===== src/rtl/ace_video_pkg.sv =====
// rtl/ace_video_pkg.sv - shared Jupiter Ace video timing constants
package ace_video_pkg;

  // Input (native) timing of the Ace video generator
  localparam int HTOTAL_IN   = 416;
  localparam int VTOTAL_IN   = 312;
  localparam int HACTIVE     = 256;
  localparam int VACTIVE     = 192;
  localparam int HS_IN_START = 308;
  localparam int HS_IN_END   = 340;

  // Scandoubler output defaults
  localparam int SD_OHS_START = 308;
  localparam int SD_OHS_LEN   = 16;
  localparam int SD_LBW       = 9;

endpackage


===== src/rtl/ace_linebuf.sv =====
// rtl/ace_linebuf.sv - two-bank 1-bit line buffer, one write port, one registered read port
module ace_linebuf
  import ace_video_pkg::*;
#(
  parameter int AW = SD_LBW + 1
) (
  input  logic          clk,
  input  logic          reset,
  input  logic          we,
  input  logic [AW-1:0] waddr,
  input  logic          wdata,
  input  logic          re,
  input  logic [AW-1:0] raddr,
  output logic          rdata
);

  // Address MSB selects the bank; the lower bits are the pixel index.
  logic mem [0:(1<<AW)-1];
  logic rdata_q;
  logic rdata_d;

  // Write port: storage cells are not reset, contents are don't-care until written
  always_ff @(posedge clk) begin
    if (we) begin
      mem[waddr] <= wdata;
    end
  end

  // Read data updates only on enabled reads so it holds across idle clocks
  always_comb begin
    rdata_d = rdata_q;
    if (re) begin
      rdata_d = mem[raddr];
    end
  end

  // Registered read output
  always_ff @(posedge clk) begin
    if (reset) begin
      rdata_q <= 1'b0;
    end else begin
      rdata_q <= rdata_d;
    end
  end

  assign rdata = rdata_q;

endmodule


===== src/rtl/ace_scandoubler.sv =====
// rtl/ace_scandoubler.sv - line-doubling scan converter for the Jupiter Ace video stream
module ace_scandoubler
  import ace_video_pkg::*;
#(
  parameter int HTOTAL    = HTOTAL_IN,
  parameter int HACTIVE   = ace_video_pkg::HACTIVE,
  parameter int OHS_START = SD_OHS_START,
  parameter int OHS_LEN   = SD_OHS_LEN,
  parameter int LBW       = SD_LBW
) (
  input  logic clk,
  input  logic reset,
  input  logic ce_pix,
  input  logic ce_2x,
  input  logic vid_in,
  input  logic hs_in,
  input  logic vs_in,
  input  logic vb_in,
  output logic vid_out,
  output logic hs_out,
  output logic vs_out,
  output logic hb_out,
  output logic vb_out
);

  localparam logic [LBW-1:0] CNT_MAX   = '1;
  localparam logic [LBW-1:0] CNT_ONE   = LBW'(1);
  localparam logic [LBW-1:0] OCNT_LAST = LBW'(HTOTAL - 1);
  localparam logic [LBW-1:0] HACT_C    = LBW'(HACTIVE);
  localparam logic [LBW-1:0] OHS_LO    = LBW'(OHS_START);
  localparam logic [LBW-1:0] OHS_HI    = LBW'(OHS_START + OHS_LEN);

  logic [LBW-1:0] wcnt_q, wcnt_d;
  logic [LBW-1:0] ocnt_q, ocnt_d;
  logic           wbank_q, wbank_d;
  logic           hs_prev_q, hs_prev_d;
  logic           vs_line_q, vs_line_d;
  logic           vb_line_q, vb_line_d;
  logic           hs_q, hs_d;
  logic           hb_q, hb_d;

  logic           line_start;
  logic           wr_bank;
  logic [LBW-1:0] wr_addr;
  logic           rd_data;

  // A line begins on the hsync falling edge as seen at the input pixel rate.
  assign line_start = ce_pix & hs_prev_q & ~hs_in;

  // The pixel that carries the edge already belongs to the new line: it goes
  // to address 0 of the freshly selected bank, so the counter moves on to 1.
  assign wr_bank = line_start ? ~wbank_q : wbank_q;
  assign wr_addr = line_start ? '0 : wcnt_q;

  // Next state for the write/read counters, bank select, sync latches and outputs
  always_comb begin
    wcnt_d    = wcnt_q;
    ocnt_d    = ocnt_q;
    wbank_d   = wbank_q;
    hs_prev_d = hs_prev_q;
    vs_line_d = vs_line_q;
    vb_line_d = vb_line_q;
    hs_d      = hs_q;
    hb_d      = hb_q;

    if (ce_pix) begin
      hs_prev_d = hs_in;
      wcnt_d    = (wcnt_q == CNT_MAX) ? CNT_MAX : wcnt_q + CNT_ONE;
    end

    if (ce_2x) begin
      ocnt_d = (ocnt_q == OCNT_LAST) ? '0 : ocnt_q + CNT_ONE;
      hs_d   = ~((ocnt_q >= OHS_LO) && (ocnt_q < OHS_HI));
      hb_d   = (ocnt_q >= HACT_C);
    end

    if (line_start) begin
      wbank_d   = ~wbank_q;
      wcnt_d    = CNT_ONE;
      ocnt_d    = '0;
      hs_d      = 1'b1;
      vs_line_d = vs_in;
      vb_line_d = vb_in;
    end
  end

  // State registers with synchronous active-high reset
  always_ff @(posedge clk) begin
    if (reset) begin
      wcnt_q    <= '0;
      ocnt_q    <= '0;
      wbank_q   <= 1'b0;
      hs_prev_q <= 1'b1;
      vs_line_q <= 1'b1;
      vb_line_q <= 1'b1;
      hs_q      <= 1'b1;
      hb_q      <= 1'b1;
    end else begin
      wcnt_q    <= wcnt_d;
      ocnt_q    <= ocnt_d;
      wbank_q   <= wbank_d;
      hs_prev_q <= hs_prev_d;
      vs_line_q <= vs_line_d;
      vb_line_q <= vb_line_d;
      hs_q      <= hs_d;
      hb_q      <= hb_d;
    end
  end

  ace_linebuf #(
    .AW(LBW + 1)
  ) u_linebuf (
    .clk   (clk),
    .reset (reset),
    .we    (ce_pix),
    .waddr ({wr_bank, wr_addr}),
    .wdata (vid_in),
    .re    (ce_2x),
    .raddr ({~wbank_q, ocnt_q}),
    .rdata (rd_data)
  );

  assign vid_out = rd_data & ~hb_q & ~vb_line_q;
  assign hs_out  = hs_q;
  assign hb_out  = hb_q;
  assign vs_out  = vs_line_q;
  assign vb_out  = vb_line_q;

endmodule


===== config.mk =====
export PLATFORM = sky130hd
export DESIGN_NAME = ace_scandoubler
export DESIGN_NICKNAME = d
export VERILOG_FILES = /design/src/rtl/ace_video_pkg.sv /design/src/rtl/ace_linebuf.sv /design/src/rtl/ace_scandoubler.sv
export SDC_FILE = /design/constraint.sdc
export NUM_CORES = 1
export LEC_CHECK = 0
export BUFFER_PORTS_ARGS = -buffer_cell sky130_fd_sc_hd__buf_2
export CORE_MARGIN = 10
export CORE_UTILIZATION = 58
export CTS_CLUSTER_DIAMETER = 200
export DETAILED_ROUTE_END_ITERATION = 8
export GPL_ROUTABILITY_DRIVEN = 1
export GPL_TIMING_DRIVEN = 0
export HOLD_SLACK_MARGIN = 0.05
export PLACE_DENSITY_LB_ADDON = 0.08
export SLEW_MARGIN = 20
export SYNTH_ARGS = -nofsm -noshare
export SYNTH_HDL_FRONTEND = slang
export SYNTH_SLANG_ARGS = --single-unit

===== constraint.sdc =====
create_clock -name clk -period 6.65 [get_ports clk]
set_input_delay 1.33 -clock clk [delete_from_list [all_inputs] [get_ports clk]]
set_output_delay 1.33 -clock clk [all_outputs]
set_load 0.05 [all_outputs]

==> summary.txt <==
Outcome
  • Status: finished, final reports clean

Pwr
  • Leak: around 15 nW
  • Max VDD drop: about 0.23 mV
  • P per Cell Area: between 200 and 300 nW/um^2

Yosys
  • Adder-cell area share of the yosys netlist: less than 1%
  • Number of library cell types mapped by synthesis: slightly above 60
  • Compound-cell area share of the yosys netlist: roughly 2.5%
  • Top cells by count, synth: nor2_1 (1,075), edfxtp_1 (1,024), mux4_2 (251)
  • Sequential element share of the synthesized area: between 60 and 70%
  • EDFF count, synth: slightly above 1,000
  • Multiplexer share of the synthesized area: 14.0%
  • Seq cells post-synth: about 1,000
  • Avg Synthesized Cell Area: approximately 14 sq um
  • Post-synthesis simple-gate area fraction: approximately 11%
  • Warnings from Yosys: 0
  • Top-area cell type share of the netlist area: 68.1%
  • Largest area contributor in the netlist: edfxtp_1
  • Count leader, synth: nor2_1
  • Ys async rst share: 0%
  • Largest cells by area after synthesis: edfxtp_1 (68%), mux4_2 (13%), nor2_1 (8.9%), clkbuf_1 (1.5%), dfxtp_1 (1.1%)
  • Post-Synth XOR/XNOR Area: less than 1%
  • Synth Cell Area: 45,200 sq um
  • Mapped Cells: around 3,100
  • Synth Flop Type: edfxtp_1
  • Largest family of logic cells by synthesized area: multiplexers
  • Syn nets: around 3,100

Floorplan
  • Core area: roughly 77,000 sq um
  • Initial core utilization: between 50 and 60%
  • Chip height: around 300 um
  • Total die area: 89,500 sq um
  • Die W: ~300 um
  • I/O pin total: 13
  • Num rows: between 100 and 150

Drt
  • Final WL: between 150 and 200 mm
  • Detailed Routing Iterations Pass 1: 6
  • Drc violations: 0
  • Vias per cell: between 6 and 7
  • Detailed-route via count: between 30,000 and 40,000
  • Detailed Route Iter0 Violations: around 5,600
  • Antenna viol nets, final: 0
  • Drt wl/cell: 36.2 um

Setup path
  • Worst r2r path cells: 12
  • Crit path max fanout: 10
  • Worst EP arrival: ~6 ns
  • Reg2Reg Setup Slack: about 1.2 ns
  • Required time of the critical path: roughly 7.2 ns
  • CP top delay family: buffers and inverters
  • Crit Path Category: flip-flop to flip-flop
  • Startpoint types: flip-flop
  • Worst Path Buf+Inv: 5
  • Critical Path Sink Type: flip-flop
  • Critical R2R Launch: ocnt_q[1]
  • Critical-path top delay cell: a221oi_1
  • Worst path max stage delay: between 0.7 and 0.8 ns
  • Critical path's most frequent cell: buf_2
  • Cells along the critical path: buf_2 -> buf_2 -> buf_2 -> buf_2 -> buf_2 -> mux2i_1 -> o221ai_1 -> a221oi_1 -> nor3_1 -> o22ai_1 -> o311ai_1 -> a41o_1
  • R2R Path End: u_linebuf.rdata

Worst hold path
  • Worst Hold Class: flip-flop to flip-flop
  • Hold depth: 2
  • Hold EP: vs_out
  • Hold Crit Start: vs_out

Clocking
  • Post-CTS Hold Buffers: 0
  • Root buffer cell: clkbuf_16
  • CTS resizes: 0
  • CTS clk-pin slew, worst paths: roughly 0.07 ns
  • CTS Sinks: ~1,000
  • H-tree Lvls: 3
  • TritonCTS clock tree: yes
  • Bufs on Longest Clock Path: 3
  • Clock latency on the worst-skew pair: approximately 0.7 ns
  • Setup Fix Bufs, Post-CTS: 0
  • CTS Buf Count: ~110

Global route
  • GRT overflow: 0
  • Vias in the first global route: 29,000
  • Initial antenna violation count: 6
  • First-pass GRT wire length: approximately 220 mm
  • GRT Util Overall: between 30% and 40%
  • Largest net degree at the start of global routing: ~180

Cells and area
  • Synth-to-Final Area Change: 11.2%
  • Layout cell share with drive strength beyond 1: ~16%
  • Final Net Count: 3,271
  • Cell area after layout: roughly 50,000 sq um
  • Final Util: 65.0%

STA
  • Rel. slew slack: between 10% and 20%
  • Sum Neg Setup Slack: 0 ns
  • Hold WS: approximately 0.48 ns
  • RSZ-0062 raised after global routing: no
  • Fin crit period: roughly 5.5 ns
  • Fin. Hold Viols: 0
  • Worst-Margin Slew: roughly 1.3 ns
  • Final worst setup slack: around 1.2 ns
  • Period utilisation layout: just over 80%
  • Fmax: between 150 and 200 MHz
  • Max Slew Vio Count: 0
  • Clk_skew: approximately 0.021 ns
  • Final setup fails: 0

Place
  • Post-DP Area: between 40,000 and 50,000 sq um
  • Pre-CTS setup slack: approximately 1.6 ns
  • Hpwl dp: roughly 100 mm
  • PortBufs: 10
  • Gpl congestion: slightly below 1

Run
  • Max-cap violations: 0
-- flip-flops by register name, indices dropped and copies added (netlist names) --
register,cells
wcnt_q,9
vs_out,1
u_linebuf.rdata,1
hs_prev_q,1
u_linebuf.mem,1024
hs_out,1
vb_out,1
ocnt_q,9
hb_out,1
wbank_q,1
-- worst max path at each step --
stage,startpoint,endpoint,slack [ns],cells past startpoint
3_3_place_gp,vid_in,u_linebuf.mem[468],-6.44,1
6_report,ocnt_q[1],u_linebuf.rdata,1.18,12
3_5_place_dp,ocnt_q[2],u_linebuf.rdata,1.59,11
5_1_grt,ocnt_q[1],u_linebuf.rdata,1.39,12
4_1_cts,ocnt_q[2],u_linebuf.rdata,1.56,11
2_1_floorplan,ce_pix,u_linebuf.mem[34],3.24,9
-- layout make-up --
| type | count | area, sq um |
|---|---|---|
| inverters | 6 | 22.5 |
| multi-input cells | 1776 | 12700 |
| clock inverters | 54 | 490 |
| well taps | 1040 | 1300 |
| clock buffers | 139 | 2920 |
| fillers | 5781 | 27100 |
| flip-flops and latches | 1049 | 31300 |
| plain buffers | 298 | 1310 |
| repair buffers | 23 | 293 |
| diodes | 4 | 10.0 |
-- logic make-up (layout without fill, tap and decap cells) --
group	Yosys count	count (layout)
flip-flops	1049	1049
AND/OR/NAND/NOR	1283	1283
AO/OA/AOI/OAI	162	162
multiplexers	314	314
other	0	4
XOR/XNOR	14	14
adder cells (fa/ha/maj)	3	3
buffers and inverters	304	520
-- tightest hold or removal path, cell delays in order (launching register included) --
cell and delay, ns:
dfxtp_1 0.31, nand2_1 0.05, nand3_1 0.06
-- per-stage QoR --
| step | power, W | instances |
|---|---|---|
| floorplan | 0.00780 | 3129 |
| global placement | 0.00822 | 4179 |
| detailed placement | 0.00816 | 4192 |
| CTS | 0.0140 | 4385 |
| global route | 0.0143 | 4386 |
| finish | 0.0140 | 4389 |
-- layout by cell type (no fill, tap or decap), types with 6 or more instances in the layout --
cell type / synthesis / routed
a211oi_1: 8 / 8
a21oi_1: 29 / 29
a22o_1: 6 / 6
a22oi_1: 45 / 45
buf_1: 48 / 44
buf_16: 0 / 6
buf_2: 44 / 57
buf_4: 11 / 16
buf_6: 9 / 9
bufinv_16: 0 / 8
clkbuf_1: 186 / 193
clkbuf_16: 0 / 111
clkbuf_2: 0 / 17
clkinv_1: 0 / 24
clkinv_2: 0 / 13
dfxtp_1: 25 / 25
edfxtp_1: 1024 / 1024
mux2_2: 16 / 16
mux2i_1: 47 / 47
mux4_2: 251 / 251
nand2_1: 122 / 122
nand2b_1: 9 / 9
nand3_1: 14 / 14
nor2_1: 1075 / 1074
nor2b_1: 10 / 10
nor3_1: 18 / 16
nor4_1: 7 / 7
o211ai_1: 6 / 6
o21ai_0: 13 / 13
o221ai_1: 8 / 8
o22ai_1: 12 / 12
xnor2_1: 8 / 8
xor2_1: 6 / 6
-- where the power goes --
part           total, W  internal (W)  switching [W]
logic          0.000795      0.000259       0.000536
registers       0.00726       0.00725     0.00000392
clock network   0.00598       0.00340        0.00258
-- metal layers --
layer  up-vias  routed length (um)  track usage [%]  share of wire (%)
li1      11700                   -                -                  -
met1     15400               55400             45.9                 35
met2      2410               68900             51.3                 43
met3       488               24500             12.8                 15
met4         2                9930             18.5                6.3
met5         -                  11                0             0.0069
No activity file was read; power rests on OpenSTA's default activity.
